<file path="src/rtl/dm_bus_ctrl_pkg.sv">
// Shared encodings for the memory-stage bus controller: access sizes,
// exception codes, the controller FSM states and a lane-mask helper.
package dm_bus_ctrl_pkg;

  localparam logic [1:0] SZ_W   = 2'b00;
  localparam logic [1:0] SZ_H   = 2'b01;
  localparam logic [1:0] SZ_B   = 2'b10;
  localparam logic [1:0] SZ_RSV = 2'b11;

  localparam logic [4:0] EXC_NONE = 5'd0;
  localparam logic [4:0] EXC_ADEL = 5'd4;
  localparam logic [4:0] EXC_ADES = 5'd5;
  localparam logic [4:0] EXC_DBE  = 5'd7;

  typedef enum logic [1:0] {
    ST_IDLE,
    ST_ACCESS,
    ST_DONE
  } state_e;

  // Expand a 4-bit byte enable into a 32-bit data mask.
  function automatic logic [31:0] lane_mask(input logic [3:0] be);
    return {{8{be[3]}}, {8{be[2]}}, {8{be[1]}}, {8{be[0]}}};
  endfunction

endpackage

</file>
<file path="src/rtl/dm_bus_ctrl_addr_decode.sv">
// Combinational address map and access check: one-hot target select,
// alignment / window / read-only checks and byte enables for a request.
module dm_addr_decode
  import dm_bus_ctrl_pkg::*;
#(
  parameter logic [31:0] DM_TOP     = 32'h0000_2fff,
  parameter int unsigned NUM_DEV    = 2,
  parameter logic [31:0] DEV_BASE   = 32'h0000_7f00,
  parameter logic [31:0] DEV_STRIDE = 32'h0000_0010,
  parameter logic [3:0]  CNT_OFS    = 4'h8,
  parameter logic [31:0] IG_BASE    = 32'h0000_7f20
) (
  input  logic [31:0]        addr_i,
  input  logic [1:0]         size_i,
  input  logic               we_i,
  output logic [NUM_DEV+1:0] sel_o,
  output logic               noop_o,
  output logic               err_o,
  output logic [4:0]         exc_o,
  output logic [3:0]         byteen_o
);

  logic        in_dev;
  logic        cnt_hit;
  logic        misalign;
  logic        bad;
  logic [31:0] dev_lo;
  logic [31:0] cnt_adr;

  // Map the address onto DM, a device window or the interrupt generator.
  always_comb begin
    sel_o   = '0;
    in_dev  = 1'b0;
    cnt_hit = 1'b0;
    dev_lo  = '0;
    cnt_adr = '0;
    if (addr_i <= DM_TOP) sel_o[0] = 1'b1;
    for (int unsigned k = 0; k < NUM_DEV; k++) begin
      dev_lo  = DEV_BASE + k * DEV_STRIDE;
      cnt_adr = dev_lo + {28'd0, CNT_OFS};
      if (addr_i >= dev_lo && addr_i <= dev_lo + 32'd11) begin
        sel_o[k+1] = 1'b1;
        in_dev     = 1'b1;
      end
      if ({addr_i[31:2], 2'b00} == cnt_adr) cnt_hit = 1'b1;
    end
    if (addr_i >= IG_BASE && addr_i <= IG_BASE + 32'd3) sel_o[NUM_DEV+1] = 1'b1;
  end

  // Classify the request and derive the byte lanes it touches.
  always_comb begin
    noop_o   = (size_i == SZ_RSV);
    misalign = ((size_i == SZ_W) && (addr_i[1:0] != 2'b00)) ||
               ((size_i == SZ_H) && addr_i[0]);
    bad      = (~|sel_o) || misalign || (in_dev && (size_i != SZ_W)) ||
               (we_i && cnt_hit);
    err_o    = bad & ~noop_o;
    exc_o    = err_o ? (we_i ? EXC_ADES : EXC_ADEL) : EXC_NONE;
    case (size_i)
      SZ_W:    byteen_o = 4'b1111;
      SZ_H:    byteen_o = addr_i[1] ? 4'b1100 : 4'b0011;
      SZ_B:    byteen_o = 4'b0001 << addr_i[1:0];
      default: byteen_o = 4'b0000;
    endcase
  end

endmodule

</file>
<file path="src/rtl/dm_bus_ctrl.sv">
// Sequential, handshaked load/store bus master for the memory stage.
// Stalls the pipeline until the selected target acks or the access times out.
module dm_bus_ctrl
  import dm_bus_ctrl_pkg::*;
#(
  parameter logic [31:0] DM_TOP     = 32'h0000_2fff,
  parameter int unsigned NUM_DEV    = 2,
  parameter logic [31:0] DEV_BASE   = 32'h0000_7f00,
  parameter logic [31:0] DEV_STRIDE = 32'h0000_0010,
  parameter logic [3:0]  CNT_OFS    = 4'h8,
  parameter logic [31:0] IG_BASE    = 32'h0000_7f20,
  parameter int unsigned TIMEOUT    = 16
) (
  input  logic               clk,
  input  logic               reset,
  input  logic               req_valid,
  input  logic               req_we,
  input  logic [1:0]         req_size,
  input  logic               req_sign,
  input  logic [31:0]        req_addr,
  input  logic [31:0]        req_wdata,
  output logic               stall,
  output logic               done,
  output logic [31:0]        rdata,
  output logic [4:0]         exc_code,
  output logic               bus_req,
  output logic [NUM_DEV+1:0] bus_sel,
  output logic [31:0]        bus_addr,
  output logic [3:0]         bus_byteen,
  output logic [31:0]        bus_wdata,
  input  logic               bus_ack,
  input  logic [31:0]        bus_rdata
);

  localparam logic [7:0] CNT_LIM = 8'(TIMEOUT - 1);

  state_e             state_q, state_d;
  logic [7:0]         cnt_q, cnt_d;
  logic [NUM_DEV+1:0] sel_q, sel_d;
  logic [31:0]        addr_q, addr_d;
  logic [3:0]         byteen_q, byteen_d;
  logic [31:0]        wdata_q, wdata_d;
  logic [1:0]         size_q, size_d;
  logic               sign_q, sign_d;
  logic [4:0]         exc_q, exc_d;
  logic [31:0]        rdata_q, rdata_d;

  logic [NUM_DEV+1:0] dec_sel;
  logic               dec_noop;
  logic               dec_err;
  logic [4:0]         dec_exc;
  logic [3:0]         dec_byteen;
  logic [31:0]        wd_rep;
  logic [31:0]        wd_lane;
  logic [15:0]        rd_half;
  logic [7:0]         rd_byte;
  logic [31:0]        load_word;

  dm_addr_decode #(
    .DM_TOP     (DM_TOP),
    .NUM_DEV    (NUM_DEV),
    .DEV_BASE   (DEV_BASE),
    .DEV_STRIDE (DEV_STRIDE),
    .CNT_OFS    (CNT_OFS),
    .IG_BASE    (IG_BASE)
  ) u_decode (
    .addr_i   (req_addr),
    .size_i   (req_size),
    .we_i     (req_we),
    .sel_o    (dec_sel),
    .noop_o   (dec_noop),
    .err_o    (dec_err),
    .exc_o    (dec_exc),
    .byteen_o (dec_byteen)
  );

  // Replicate store data across lanes, then keep only the enabled ones.
  always_comb begin
    case (req_size)
      SZ_H:    wd_rep = {2{req_wdata[15:0]}};
      SZ_B:    wd_rep = {4{req_wdata[7:0]}};
      default: wd_rep = req_wdata;
    endcase
    wd_lane = wd_rep & lane_mask(dec_byteen);
  end

  // Pick the addressed lane of the returned word and extend it.
  always_comb begin
    rd_half = addr_q[1] ? bus_rdata[31:16] : bus_rdata[15:0];
    case (addr_q[1:0])
      2'd0:    rd_byte = bus_rdata[7:0];
      2'd1:    rd_byte = bus_rdata[15:8];
      2'd2:    rd_byte = bus_rdata[23:16];
      default: rd_byte = bus_rdata[31:24];
    endcase
    case (size_q)
      SZ_H:    load_word = sign_q ? {{16{rd_half[15]}}, rd_half} : {16'd0, rd_half};
      SZ_B:    load_word = sign_q ? {{24{rd_byte[7]}}, rd_byte} : {24'd0, rd_byte};
      default: load_word = bus_rdata;
    endcase
  end

  // Next-state logic: accept or reject in IDLE, wait for ack or timeout in ACCESS.
  always_comb begin
    state_d  = state_q;
    cnt_d    = cnt_q;
    sel_d    = sel_q;
    addr_d   = addr_q;
    byteen_d = byteen_q;
    wdata_d  = wdata_q;
    size_d   = size_q;
    sign_d   = sign_q;
    exc_d    = exc_q;
    rdata_d  = rdata_q;
    unique case (state_q)
      ST_IDLE: begin
        if (req_valid) begin
          exc_d    = dec_exc;
          rdata_d  = '0;
          byteen_d = '0;
          wdata_d  = '0;
          cnt_d    = '0;
          if (dec_err || dec_noop) begin
            state_d = ST_DONE;
          end else begin
            state_d = ST_ACCESS;
            sel_d   = dec_sel;
            addr_d  = req_addr;
            size_d  = req_size;
            sign_d  = req_sign;
            if (req_we) begin
              byteen_d = dec_byteen;
              wdata_d  = wd_lane;
            end
          end
        end
      end
      ST_ACCESS: begin
        cnt_d = cnt_q + 8'd1;
        // An ack in the limit cycle is checked first, so it wins over the timeout.
        if (bus_ack) begin
          rdata_d = load_word;
          state_d = ST_DONE;
        end else if (cnt_q == CNT_LIM) begin
          exc_d   = EXC_DBE;
          rdata_d = '0;
          state_d = ST_DONE;
        end
      end
      ST_DONE: begin
        byteen_d = '0;
        state_d  = ST_IDLE;
      end
      default: state_d = ST_IDLE;
    endcase
  end

  // State and latched access registers with synchronous reset.
  always_ff @(posedge clk) begin
    if (reset) begin
      state_q  <= ST_IDLE;
      cnt_q    <= '0;
      sel_q    <= '0;
      addr_q   <= '0;
      byteen_q <= '0;
      wdata_q  <= '0;
      size_q   <= SZ_W;
      sign_q   <= 1'b0;
      exc_q    <= EXC_NONE;
      rdata_q  <= '0;
    end else begin
      state_q  <= state_d;
      cnt_q    <= cnt_d;
      sel_q    <= sel_d;
      addr_q   <= addr_d;
      byteen_q <= byteen_d;
      wdata_q  <= wdata_d;
      size_q   <= size_d;
      sign_q   <= sign_d;
      exc_q    <= exc_d;
      rdata_q  <= rdata_d;
    end
  end

  assign done       = (state_q == ST_DONE);
  assign bus_req    = (state_q == ST_ACCESS);
  assign stall      = req_valid & ~done;
  assign bus_sel    = bus_req ? sel_q : '0;
  assign bus_addr   = {addr_q[31:2], 2'b00};
  assign bus_byteen = byteen_q;
  assign bus_wdata  = wdata_q;
  assign rdata      = rdata_q;
  assign exc_code   = exc_q;

endmodule

</file>
<file path="config.mk">
export PLATFORM = sky130hd
export DESIGN_NAME = dm_bus_ctrl
export DESIGN_NICKNAME = d
export VERILOG_FILES = /design/src/rtl/dm_bus_ctrl_pkg.sv /design/src/rtl/dm_bus_ctrl_addr_decode.sv /design/src/rtl/dm_bus_ctrl.sv
export SDC_FILE = /design/constraint.sdc
export NUM_CORES = 1
export LEC_CHECK = 0
export ABC_AREA = 1
export BUFFER_PORTS_ARGS = -buffer_cell sky130_fd_sc_hd__buf_2
export CORE_MARGIN = 2
export CORE_UTILIZATION = 46
export DETAILED_ROUTE_END_ITERATION = 7
export PLACE_DENSITY = 0.79
export SETUP_SLACK_MARGIN = 0.4
export SYNTH_ARGS = -nofsm -noshare
export SYNTH_HDL_FRONTEND = slang
export SYNTH_SLANG_ARGS = --single-unit
</file>
<file path="constraint.sdc">
create_clock -name clk -period 1.8 [get_ports clk]
set_input_delay 0.09 -clock clk [delete_from_list [all_inputs] [get_ports clk]]
set_output_delay 0.09 -clock clk [all_outputs]
set_load 0.005 [all_outputs]
</file>
# Word-level counts from Yosys, hierarchy flattened
# Cells that the tools add are included.
# word_totals
regBits	122
latchBits	0
ramBits	0
romBits	0
inputBits	104
out_inout_bits	112
wordCells	108
mem_count	0
# op_classes
addsub	1
multipliers	0
div	0
order_cmp	7
eq_ne	16
shifts	1
mux	39
bitwise_logic	6
reduce_logical	28
# ops
cell	count
two-way mux 32 bit	7
case mux 32 bit (2 select lines)	3
>= comparator 32 x 15 -> 1 bit, second input constant	3
<= comparator 32 x 15 -> 1 bit, second input constant	3
== test 30 x 13 -> 1 bit, second input constant	2
AND 32 bit	1
<= comparator 32 x 14 -> 1 bit, second input constant	1
case mux 8 bit (3 select lines)	1
two-way mux 4 bit	5
two-way mux 5 bit	4
two-way mux 16 bit	1
case mux 8 bit (2 select lines)	1
case mux 4 bit (3 select lines)	1
== test 2 bit, second input constant	5
case mux 5 bit (2 select lines)	1
adder 8 x 1 -> 8 bit, second input constant	1
== test 2 x 1 -> 1 bit, second input constant	4
== test 8 x 4 -> 1 bit, second input constant	1
two-way mux 1 bit	8
two-way mux 2 bit	4
two-way mux 8 bit	1
case mux 4 bit (2 select lines)	1
AND reduction 2 bit	4
nonzero test 2 bit	4
other kinds (14)	31

# Depth between registers and ports, before layout
# Gate-level depths: netlist of the first run.
# logic_depth
word_depth	13
mapped_depth	14
depth_no_buf	13

# Modules after synthesis
# From an unflattened synthesis of the first run, not the netlist that was laid out.
# unflattened
hier_cells	911
area_unflattened_um2	6243.5
# modules_own_cells
mod	n_inst	cells_each	area_per_inst_um2	seq_area_each_um2
dm_bus_ctrl	1	810	5774.3	2442.3
dm_addr_decode	1	101	469.2	0.0

# Least setup slack after synthesis of the first run
# OpenSTA, ideal clock, no wires.
# synth_timing
path_kind	reg2reg
start	register size_q[0]
end	register rdata_q[25], in the netlist rdata[25]
setup_time_ps	70
t_arrival_ps	1638
required_time_ps	1730
setup_slack_ps	92
stages_incl_launch_ff	9
path_buffers	2
period_less_slack_ps	1708
cell_sequence	dfxtp_1 -> inv_1 -> ha_1 -> clkbuf_1 -> o2111ai_2 -> nand3_1 -> buf_2 -> o211ai_1 -> a21oi_1
# synth_via
elab_chain_cells	4
word_cells_on_any_way	5
cone_classes	2 x eq/ne; 3 x mux
# synth_lines
item	line	rtl
from (decl)	dm_bus_ctrl.sv:43	logic [1:0] size_q, size_d;
from (signal assigned)	dm_bus_ctrl.sv:178	size_q <= size_d;
== test 2 bit / == test 2 x 1 -> 1 bit (equally long branches)	dm_bus_ctrl.sv:96	case (size_q)
case mux 32 bit (2 select lines) *	dm_bus_ctrl.sv:96	
two-way mux 32 bit *	dm_bus_ctrl.sv:141	if (bus_ack) begin
case mux 32 bit (2 select lines) *	dm_bus_ctrl.sv:115	unique case (state_q)
to (signal assigned)	dm_bus_ctrl.sv:181	rdata_q <= rdata_d;
to (decl)	dm_bus_ctrl.sv:46	logic [31:0] rdata_q, rdata_d;
# Every way passes the cells marked *; elsewhere a longest branch is shown, timed or not.
# A chain may end at the register's enable or synchronous reset.

# Worst setup path after layout of the first run
# layout_timing
start	register state_q[1]
end	register state_q[0]
# layout_via
elab_chain_cells	3
word_cells_on_any_way	6
cone_classes	3 x eq/ne; 1 x mux; 2 x reduce/logical
# layout_lines
item	line	rtl
from (decl)	dm_bus_ctrl.sv:37	state_e state_q, state_d;
from (signal assigned)	dm_bus_ctrl.sv:172	state_q <= state_d;
== test 2 x 1 -> 1 bit / zero test 2 bit (equally long branches)	dm_bus_ctrl.sv:115	
inequality test 3 x 1 -> 1 bit (no source line) / inequality test 2 bit (equally long branches)	n/a	
AND reduction 2 bit (no source line)	n/a	
# Parallel ways exist; a longest one is shown, timed or not.

==> results of run 1 <==
## cell families (layout without fill, tap and decap cells)
logic type,Yosys count,after routing,synth area share
AOI/OAI and AO/OA,221,222,0.201
DFF,120,120,0.379
adders and majority gates,7,7,0.0138
buffers and inverters,195,443,0.143
other,1,4,0.000591
and+or+nand+nor,387,388,0.264
## flip-flops by register name (all words and copies together), names as in the netlist
register	flops
addr_q	32
bus_byteen	4
bus_wdata	32
cnt_q	8
exc_code	3
rdata	32
sel_q	4
sign_q	1
size_q	2
state_q	2
## Yosys cell counts (all sizes together)
library cell and count:
nand2 178, dfxtp 120, a21oi 106, nor2 102, inv 101, nand3 58
o21ai 56, buf 54, clkbuf 38, nand4 34, o211ai 34, nand3b 9
o22ai 8, ha 7, o21a 7, nor3 5, a211oi 3, clkinv 2
a2111oi 1, a221oi 1, a41oi 1, conb 1, nor4 1, o2111ai 1
o21bai 1, o311a 1, o31ai 1
## per-stage QoR
| step | worst slack (ns) | std cells |
|---|---|---|
| 6_report | 0.128 | 1360 |
| 5_1_grt | 0.0805 | 1360 |
| 4_1_cts | 0.275 | 1339 |
| 3_5_place_dp | 0.0798 | 1261 |
| 3_3_place_gp | 0.124 | 1261 |
| 2_1_floorplan | 0.359 | 934 |
## layout by cell type, fill, tap and decap left out, types with 3 or more instances in the layout
master	netlist	final
sky130_fd_sc_hd__a21oi_1	105	103
sky130_fd_sc_hd__buf_12	0	9
sky130_fd_sc_hd__buf_2	12	210
sky130_fd_sc_hd__buf_4	34	42
sky130_fd_sc_hd__buf_6	4	16
sky130_fd_sc_hd__bufinv_16	0	3
sky130_fd_sc_hd__clkbuf_1	38	3
sky130_fd_sc_hd__clkbuf_16	0	22
sky130_fd_sc_hd__clkbuf_8	0	6
sky130_fd_sc_hd__clkinv_4	0	3
sky130_fd_sc_hd__conb_1	1	4
sky130_fd_sc_hd__dfxtp_1	120	113
sky130_fd_sc_hd__dfxtp_2	0	3
sky130_fd_sc_hd__dfxtp_4	0	4
sky130_fd_sc_hd__dlygate4sd3_1	0	23
sky130_fd_sc_hd__ha_1	7	4
sky130_fd_sc_hd__inv_1	101	89
sky130_fd_sc_hd__inv_2	0	9
sky130_fd_sc_hd__nand2_1	176	168
sky130_fd_sc_hd__nand2_2	2	9
sky130_fd_sc_hd__nand3_1	58	42
sky130_fd_sc_hd__nand3_2	0	15
sky130_fd_sc_hd__nand3b_1	9	9
sky130_fd_sc_hd__nand4_1	34	34
sky130_fd_sc_hd__nor2_1	98	82
sky130_fd_sc_hd__nor2_2	3	10
sky130_fd_sc_hd__nor2_4	1	10
sky130_fd_sc_hd__nor3_1	5	3
sky130_fd_sc_hd__o211ai_1	34	34
sky130_fd_sc_hd__o21a_1	7	7
sky130_fd_sc_hd__o21ai_0	53	49
sky130_fd_sc_hd__o21ai_1	3	4
sky130_fd_sc_hd__o21ai_2	0	3
sky130_fd_sc_hd__o22ai_1	8	8
## timing repair
action                                  in CTS  in global routing
gates cloned                                 4                  8
endpoints found under the hold margin       23                  0
pin swaps                                   15                 22
endpoints found under the setup margin     108                119
resized for setup                           39                 74
buffers inserted                            19                 13
hold buffers                                23                  0
## cell type report
cell class / count / area [sq um]
Clock buffer: 26 / 519
Clock inverter: 6 / 110
Tap cell: 176 / 220
Sequential cell: 120 / 2420
Inverter: 103 / 404
Timing Repair Buffer: 308 / 2140
Fill cell: 1061 / 4120
Multi-Input combinational cell: 621 / 3420
## worst min-delay path: stages
cell and delay, ns:
sky130_fd_sc_hd__buf_2 0.10, sky130_fd_sc_hd__o211ai_1 0.09, sky130_fd_sc_hd__a21oi_1 0.11
## metal layers
layer,GRT usage,vias to the layer above,part of all wire
li1,-,3544,-
met1,0.309,3387,0.39
met2,0.452,426,0.47
met3,0.0808,77,0.097
met4,0.149,0,0.045
met5,0,-,0
## worst min path at each step
stage              endpoint  cells after the start
2_1_floorplan   exc_code[0]                      2
5_1_grt            rdata[7]                      3
4_1_cts            rdata[7]                      3
3_5_place_dp   bus_wdata[2]                      3
3_3_place_gp   bus_wdata[2]                      3
6_report           rdata[7]                      3
## report_power, final
group          internal, uW  switching, uW  total [uW]
clock                  2400           1210        3600
combinational           345            455         800
sequential             2670           11.1        2680
==> impl_metrics.yaml, run 1 <==
global_routing:
  antenna_found_initial: 0
  grt_max_degree: 69
  globalRouteTotalUtil: 0.271
  overflow: 0
  number_of_global_route_vias_before_repair: 6786
  grt_first_pass_wirelength_microns: 31700
timing:
  setup_violations: 0
  hold_viol: 0
  max_freq_mhz: 598
  worst_clock_skew_ns: 0.00796
  fin_crit_ns: 1.67
  setup_tns_ns: 0
  final_max_slew_viol_count: 0
  timing.final.crit_share: 0.929
  setup_repair_after_global_routing_missed_its_margin: "yes"
  max_slew.worst_pin.slew_ns: 0.645
  finalHoldWorstSlack_ns: 0.0205
  timing.slew.headroom: 0.569
job:
  timing.max_cap.violations: 0
clocking:
  h-tree-depth: 4
  tritoncts_clock_tree: "built"
  cts.sinks: 120
  numCtsBuffers: 17
  clk_path_buf_depth: 2
  register_clock_pin_slew_on_the_reported_worst_setup_and_hold_paths_ns: 0.06
  cts.root.buffer_cell: "sky130_fd_sc_hd__clkbuf_16"
  clkLatencyLatePin_ns: 0.42
detailed_routing:
  detail_route.vias_per_cell: 5.47
  overall_via_count_from_detail_route: 7434
  antenna_viol_nets_final: 0
  drt_pre_antenna_iters: 5
  wire_per_inst_microns: 15.9
  drt_iter0_drc: 644
  wirelength_microns: 21700
  drcViolationCount: 0
synthesis:
  ys_seq_elements: 120
  synth.top_cells.by_area: "sky130_fd_sc_hd__dfxtp_1, sky130_fd_sc_hd__nand2_1, sky130_fd_sc_hd__a21oi_1"
  synth_top_area_cell: "sky130_fd_sc_hd__dfxtp_1"
  synth_seq_area_share: 0.379
  post_synthesis_instance_total: 931
  syn-cell-area_sq_um: 6350
  netlist-cell-type-count: 35
  synth_largest_type_area_fraction: 0.379
  mean_instance_size_in_the_synthesized_netlist_sq_um: 6.82
  synthesis.yosys.warnings: 0
setup_path:
  worst_setup_path_endpoint: "state_q[0]"
  path_depth: 9
  crit_path_end_kind: "register"
  cp_data_required_time_ns: 2.14
  worst-setup-path-type: "reg -> reg"
  timing.critical_path.cells: "nor2_4 > inv_2 > nor2_4 > buf_4 > buf_12 > nand4_1 > buf_6 > buf_6 > a21oi_1"
  critical_path_peak_fanout: 6
  worst_r2r_endpoint: "state_q[0]"
  crit_start: "state_q[1]"
  critical_path_arrival_ns: 2.01
  critical_path.n_buffers_inverters: 5
  crit_path_max_incr_delay_ns: 0.36
  rr_worst_depth: 9
  reg2reg_slack_ns: 0.13
  worst_path_max_delay_cell: "sky130_fd_sc_hd__dfxtp_4"
  critical_path.reg2reg.startpoint: "state_q[1]"
  cpLargestDelayFamily: "buffers and inverters"
  critical_path.startpoint_type: "register"
die:
  ioPinCount: 216
  floorplan.die_area_sq_um: 14800
  rows: 42
  chipWidth_microns: 121
  initial_utilization: 0.475
  die_height_microns: 121
  fp.coreArea_sq_um: 13300
power_and_ir_drop:
  report.power.total_uw: 7080
  power.leakage_uw: 0.00422
  ir_worst_vdd_uv: 683
  powerDensity_nw_per_um2: 767
cells_and_area:
  final_util: 0.692
  final_layout_size_suffix_gt1_frac: 0.337
  design_area_sq_um: 9230
  syn2layout_area_growth_pct: 45.5
  nets_final: 1282
  antennaDiodeCount: 0
min_path:
  hp-class: "in -> reg"
  worst_hold_startpoint: "bus_rdata[7]"
placed_design:
  postPlaceCellArea_sq_um: 7540
  port-buffer-count: 211
  gp_congestion: 0.942
  hpwl_microns: 13500
status:
  status: "finished, final reports clean"
Note: power is estimated with default switching activity, not from simulation.
==> run 2: changes to the inputs <==
--- a/config.mk
+++ b/config.mk
@@ -7,10 +7,13 @@
 export LEC_CHECK = 0
 export ABC_AREA = 1
 export BUFFER_PORTS_ARGS = -buffer_cell sky130_fd_sc_hd__buf_2
+export CELL_PAD_IN_SITES_DETAIL_PLACEMENT = 1
+export CELL_PAD_IN_SITES_GLOBAL_PLACEMENT = 2
 export CORE_MARGIN = 2
-export CORE_UTILIZATION = 46
+export CORE_UTILIZATION = 24
 export DETAILED_ROUTE_END_ITERATION = 7
 export PLACE_DENSITY = 0.79
+export RECOVER_POWER = 100
 export SETUP_SLACK_MARGIN = 0.4
 export SYNTH_ARGS = -nofsm -noshare
 export SYNTH_HDL_FRONTEND = slang
==> run 2 against run 1 <==
Compared with the run above:
- combinational power increased by 7.5%
- die area increased by 88%
- clock power about the same
- non-clock buffer count increased by 7
- register-to-register slack improved by 0.06 ns
- total power increased by 0.56%
- critical path depth decreased by 3
- setup slack improved by 0.038 ns
- fmax increased by 2.3%
- highest routed layer is now met5
==> impl_metrics.yaml, run 2 (same netlist as run 1, synthesis figures left out) <==
detailed_routing:
  detail_route.vias_per_cell: 4.74
  detailroute.wirelength.met3_microns: 1270
  highest_layer: "met5"
  wirelength_microns: 25900
  overall_via_count_from_detail_route: 7222
  drt_iter0_drc: 383
  drcViolationCount: 0
  met1Wirelength_microns: 12000
  wire_per_inst_microns: 17.0
  met2RoutedLength_microns: 12200
  antenna_viol_nets_final: 0
  drt_pre_antenna_iters: 5
clocking:
  clkLatencyLatePin_ns: 0.43
  register_clock_pin_slew_on_the_reported_worst_setup_and_hold_paths_ns: 0.06
  h-tree-depth: 4
  cts.sinks: 120
  cts.root.buffer_cell: "sky130_fd_sc_hd__clkbuf_16"
  clk_path_buf_depth: 2
  tritoncts_clock_tree: "built"
  numCtsBuffers: 17
cells_and_area:
  design_area_sq_um: 9490
  layout.cells.most_common_list: "sky130_fd_sc_hd__buf_2, sky130_fd_sc_hd__nand2_1, sky130_fd_sc_hd__dfxtp_1"
  most_common_cell_after_layout_fill_and_taps_aside: "sky130_fd_sc_hd__buf_2"
  layoutNonFillerInstCount: 1524
  syn2layout_area_growth_pct: 49.6
  final_util: 0.365
  final_layout_size_suffix_gt1_frac: 0.302
  num-fill-cells: 3235
  nets_final: 1287
  antennaDiodeCount: 0
timing:
  final_max_slew_viol_count: 0
  finalHoldWorstSlack_ns: 0.0213
  timing.final.crit_share: 0.908
  hold_viol: 0
  worst_clock_skew_ns: 0.0157
  max_freq_mhz: 612
  timing.slew.headroom: 0.446
  setup_tns_ns: 0
  setup_repair_after_global_routing_missed_its_margin: "yes"
  setup_violations: 0
  fin_crit_ns: 1.63
  max_slew.worst_pin.slew_ns: 0.832
power_and_ir_drop:
  sw_power_uw: 1870
  pwr-share-comb: 0.121
  power_report.internal_total_uw: 5250
  power.share.switching: 0.263
  power.leakage_uw: 0.00410
  powerDensity_nw_per_um2: 750
  clockPowerShare: 0.503
  power.sequential.fraction: 0.376
  ir_worst_vdd_uv: 413
setup_path:
  timing.critical_path.cells: "inv_2 > nor2_4 > inv_4 > clkbuf_2 > nor2_4 > buf_2"
  cp_data_required_time_ns: 1.71
  crit_path_max_incr_delay_ns: 0.40
  worst_path_max_delay_cell: "sky130_fd_sc_hd__dfxtp_1"
  crit_path_end_kind: "output port"
  critical_path_arrival_ns: 1.54
  worst-setup-path-type: "reg -> out"
  critical_path.n_buffers_inverters: 4
  crit_path_frequent_cell: "sky130_fd_sc_hd__nor2_4"
  critical_path_peak_fanout: 4
  critical_path.startpoint_type: "register"
  cpLargestDelayFamily: "buffers and inverters"
placed_design:
  gp_congestion: 0.861
  postPlaceCellArea_sq_um: 7840
  port-buffer-count: 211
  hpwl_microns: 17600
  post-place-cells: 1431
die:
  floorplan.die_area_sq_um: 27800
  chipWidth_microns: 167
  initial_utilization: 0.244
  die_height_microns: 167
  ioPinCount: 216
  fp.coreArea_sq_um: 26000
  rows: 59
status:
  status: "finished, final reports clean"
global_routing:
  globalRouteTotalUtil: 0.181
  grt_max_degree: 69
  number_of_global_route_vias_before_repair: 7197
  grt_first_pass_wirelength_microns: 40100
  antenna_found_initial: 3
  overflow: 0
job:
  timing.max_cap.violations: 0
min_path:
  hp-class: "in -> reg"
-- run 2: changes by cell type in the layout (fill, tap and decap cells not counted), sizes merged --
| cell | before | now |
|---|---|---|
| buf | 280 | 226 |
| bufbuf | 0 | 1 |
| clkbuf | 31 | 85 |
| clkinv | 5 | 8 |
| clkinvlp | 2 | 3 |
| dlygate4sd3 | 23 | 21 |
| inv | 99 | 103 |
| nand3 | 59 | 58 |
| o2111ai | 2 | 1 |
-- run 2: metal layers --
layer | vias up | GRT usage
met5 | - | 0
met4 | 4 | 0.0502
met3 | 32 | 0.0444
met2 | 202 | 0.294
met1 | 3439 | 0.239
li1 | 3545 | -
-- run 2: worst min-delay path, delay by kind of cell --
| family | cells | cell delay, ns |
|---|---|---|
| simple gates | 3 | 0.19 |
| buf+inv | 2 | 0.13 |
-- run 2: worst paths after layout --
| check | startpoint | cells after the start | slack (ns) | to |
|---|---|---|---|---|
| worst max-delay path | state_q[0] | 6 | 0.17 | bus_sel[2] |
| worst min-delay path | req_addr[8] | 5 | 0.02 | addr_q[8] |
| worst max register to register | state_q[0] | 10 | 0.19 | rdata[9] |
| worst min register to register | addr_q[27] | 2 | 0.45 | addr_q[27] |
-- run 2: power groups by stage --
stage / combinational (uW) / sequential [uW] / clock [uW]
after floorplan: 340 / 2740 / 0
after global placement: 667 / 2740 / 0
after detailed placement: 672 / 2740 / 0
after CTS: 846 / 2680 / 3670
after global routing: 942 / 2680 / 3770
final: 860 / 2680 / 3590
-- run 2: per-stage QoR --
step / worst slack [ns] / power (uW)
after floorplan: 0.359 / 3080
after global placement: 0.0331 / 3410
after detailed placement: -0.0361 / 3410
after CTS: 0.231 / 7200
after global routing: 0.0425 / 7390
final: 0.166 / 7120
-- run 2: repair_timing --
item                       CTS  global route
hold endpoints to repair    21             0
pin swaps                   24            16
buffers inserted            24             6
resized for setup           87            59
gates cloned                 6             4
hold buffers                21             0
setup endpoints to repair  108           121
-- run 2: area by class of cell --
cell class                 instances  area (sq um)  area share
sequential                       120          2420       0.255
timing repair buffer             315          2180       0.230
tap                              335           419      0.0442
clock buffer                      18           439      0.0463
clock inverter                    14           171      0.0181
multi-input combinational        619          3450       0.364
inverter                         103           407      0.0428
==> run 3: changes to the inputs <==
--- a/config.mk
+++ b/config.mk
@@ -12,6 +12,7 @@
 export CORE_MARGIN = 2
 export CORE_UTILIZATION = 24
 export DETAILED_ROUTE_END_ITERATION = 7
+export HOLD_SLACK_MARGIN = 0.15
 export PLACE_DENSITY = 0.79
 export RECOVER_POWER = 100
 export SETUP_SLACK_MARGIN = 0.4
==> run 3 against run 2 <==
Compared with the run above:
- fmax is 0.56% lower
- largest cell class unchanged
- clock-buffer cell count unchanged
- largest power group unchanged
- sequential power about the same
- register-to-register slack got worse by 0.03 ns
==> impl_metrics.yaml, run 3 (same netlist as run 1, synthesis figures left out) <==
status:
  status: "finished, final reports clean"
setup_path:
  critical_path.reg2reg.startpoint: "state_q[0]"
  worst-setup-path-type: "reg -> reg"
  critical_path.startpoint_type: "register"
  cp_data_required_time_ns: 2.15
  critical_path_peak_fanout: 8
  reg2reg_slack_ns: 0.16
  worst_path_max_delay_cell: "sky130_fd_sc_hd__dfxtp_1"
  critical_path_arrival_ns: 1.99
  worst_r2r_endpoint: "rdata[18]"
  crit_path_end_kind: "register"
  rr_worst_depth: 10
  crit_path_max_incr_delay_ns: 0.40
  timing.critical_path.cells: "inv_2 > nor2_4 > inv_4 > a41oi_4 > nand2_2 > nand2_4 > buf_6 > buf_12 > nand2_1 > a21oi_2"
min_path:
  worst_hold_startpoint: "req_wdata[13]"
  timing.hold.worst_endpoint: "bus_wdata[13]"
  hp-class: "in -> reg"
  timing.hold.worst_path_depth: 4
clocking:
  tritoncts_clock_tree: "built"
  h-tree-depth: 4
  cts.root.buffer_cell: "sky130_fd_sc_hd__clkbuf_16"
  cts.sinks: 120
  clkLatencyLatePin_ns: 0.43
  clk_path_buf_depth: 2
  numCtsBuffers: 17
  register_clock_pin_slew_on_the_reported_worst_setup_and_hold_paths_ns: 0.06
timing:
  max_freq_mhz: 609
  timing.slew.headroom: 0.449
  hold_viol: 0
  finalHoldWorstSlack_ns: 0.160
  setup_repair_after_global_routing_missed_its_margin: "yes"
  setup_violations: 0
  fin_crit_ns: 1.64
  worst_slack_ns: 0.157
  timing.final.crit_share: 0.913
  max_slew.worst_pin.slew_ns: 0.827
  final_max_slew_viol_count: 0
  worst_clock_skew_ns: 0.0152
die:
  initial_utilization: 0.244
  floorplan.die_area_sq_um: 27800
  rows: 59
  ioPinCount: 216
  die_height_microns: 167
  fp.coreArea_sq_um: 26000
  chipWidth_microns: 167
cells_and_area:
  most_common_cell_after_layout_fill_and_taps_aside: "sky130_fd_sc_hd__buf_2"
  final_layout_size_suffix_gt1_frac: 0.286
  layout.cells.most_common_list: "sky130_fd_sc_hd__buf_2, sky130_fd_sc_hd__nand2_1, sky130_fd_sc_hd__dfxtp_1"
  syn2layout_area_growth_pct: 58.4
  num-fill-cells: 3236
  final_util: 0.387
  nets_final: 1340
  register_area_sq_um: 2420
  antennaDiodeCount: 0
  multi_input_gate_area_sq_um: 3460
global_routing:
  grt_first_pass_wirelength_microns: 41400
  antenna_found_initial: 3
  number_of_global_route_vias_before_repair: 7486
  grt_max_degree: 69
  overflow: 0
  globalRouteTotalUtil: 0.186
power_and_ir_drop:
  power_report.internal_total_uw: 5330
  power.share.switching: 0.262
  clockPowerShare: 0.496
  powerDensity_nw_per_um2: 718
  ir_worst_vdd_uv: 413
  pwr-share-comb: 0.133
  sw_power_uw: 1890
  power.sequential.fraction: 0.371
  power.leakage_uw: 0.00432
detailed_routing:
  antenna_viol_nets_final: 0
  drt_pre_antenna_iters: 4
  wirelength_microns: 27000
  wire_per_inst_microns: 17.1
  drt_iter0_drc: 453
  detail_route.vias_per_cell: 4.72
  overall_via_count_from_detail_route: 7450
  drcViolationCount: 0
job:
  timing.max_cap.violations: 0
placed_design:
  hpwl_microns: 17600
  port-buffer-count: 211
  gp_congestion: 0.861
  pre_cts_ws_ns: -0.0361
run 3: changes by cell type in the layout (fill, tap and decap cells not counted), sizes merged:
cell         previous run  this run
clkbuf                 85        88
buf                   226       224
dlygate4sd3            21        73
run 3: final cells by class:
class,instances,share of cell area
Multi-Input combinational cell,619,0.345
Sequential cell,120,0.240
Inverter,103,0.0405
Timing Repair Buffer,368,0.272
Clock buffer,18,0.0437
Clock inverter,14,0.0171
Tap cell,335,0.0417
run 3: per-layer routing:
metal,GRT usage,up-vias,wire [microns]
met5,0,-,23
met4,0.0521,4,437
li1,-,3649,-
met1,0.240,3553,12100
met3,0.0454,33,1370
met2,0.309,211,13000
run 3: how the worst max path moves through the flow:
stage | start | to | slack [ns] | cells past startpoint
after floorplan | size_q[0] | rdata[26] | 0.36 | 8
after global placement | req_addr[20] | sign_q | 0.03 | 14
after detailed placement | req_size[1] | addr_q[13] | -0.04 | 12
after CTS | state_q[1] | bus_wdata[7] | 0.23 | 9
after global routing | state_q[0] | rdata[18] | 0.01 | 10
final | state_q[0] | rdata[18] | 0.16 | 10
run 3: power groups by stage:
stage / logic, uW / clock network [uW] / registers, uW
floorplan: 340 / 0 / 2740
global placement: 667 / 0 / 2740
detailed placement: 672 / 0 / 2740
CTS: 934 / 3670 / 2680
global route: 1040 / 3780 / 2680
finish: 959 / 3580 / 2680
run 3: stage by stage:
stage	TNS (ns)	total power, uW	area, sq um	instances
floorplan	0	3080	6540	934
global placement	0	3410	7840	1431
detailed placement	-0.226	3410	7840	1431
CTS	0	7290	9800	1566
global route	0	7500	10100	1577
finish	0	7220	10100	1577
run 3: repair_timing:
| action | in CTS | in global routing |
|---|---|---|
| gates cloned | 6 | 5 |
| hold buffers | 73 | 0 |
| setup buffers | 24 | 6 |
| resized for setup | 87 | 57 |
| pin swaps | 24 | 15 |
| hold endpoints to repair | 74 | 0 |
| setup endpoints to repair | 108 | 121 |
run 3: critical path: cells and delay by family (launching register included):
family | cells | cell delay, ns
DFF | 1 | 0.40
AOI/OAI and AO/OA | 2 | 0.34
and+or+nand+nor | 4 | 0.44
buffers and inverters | 4 | 0.39
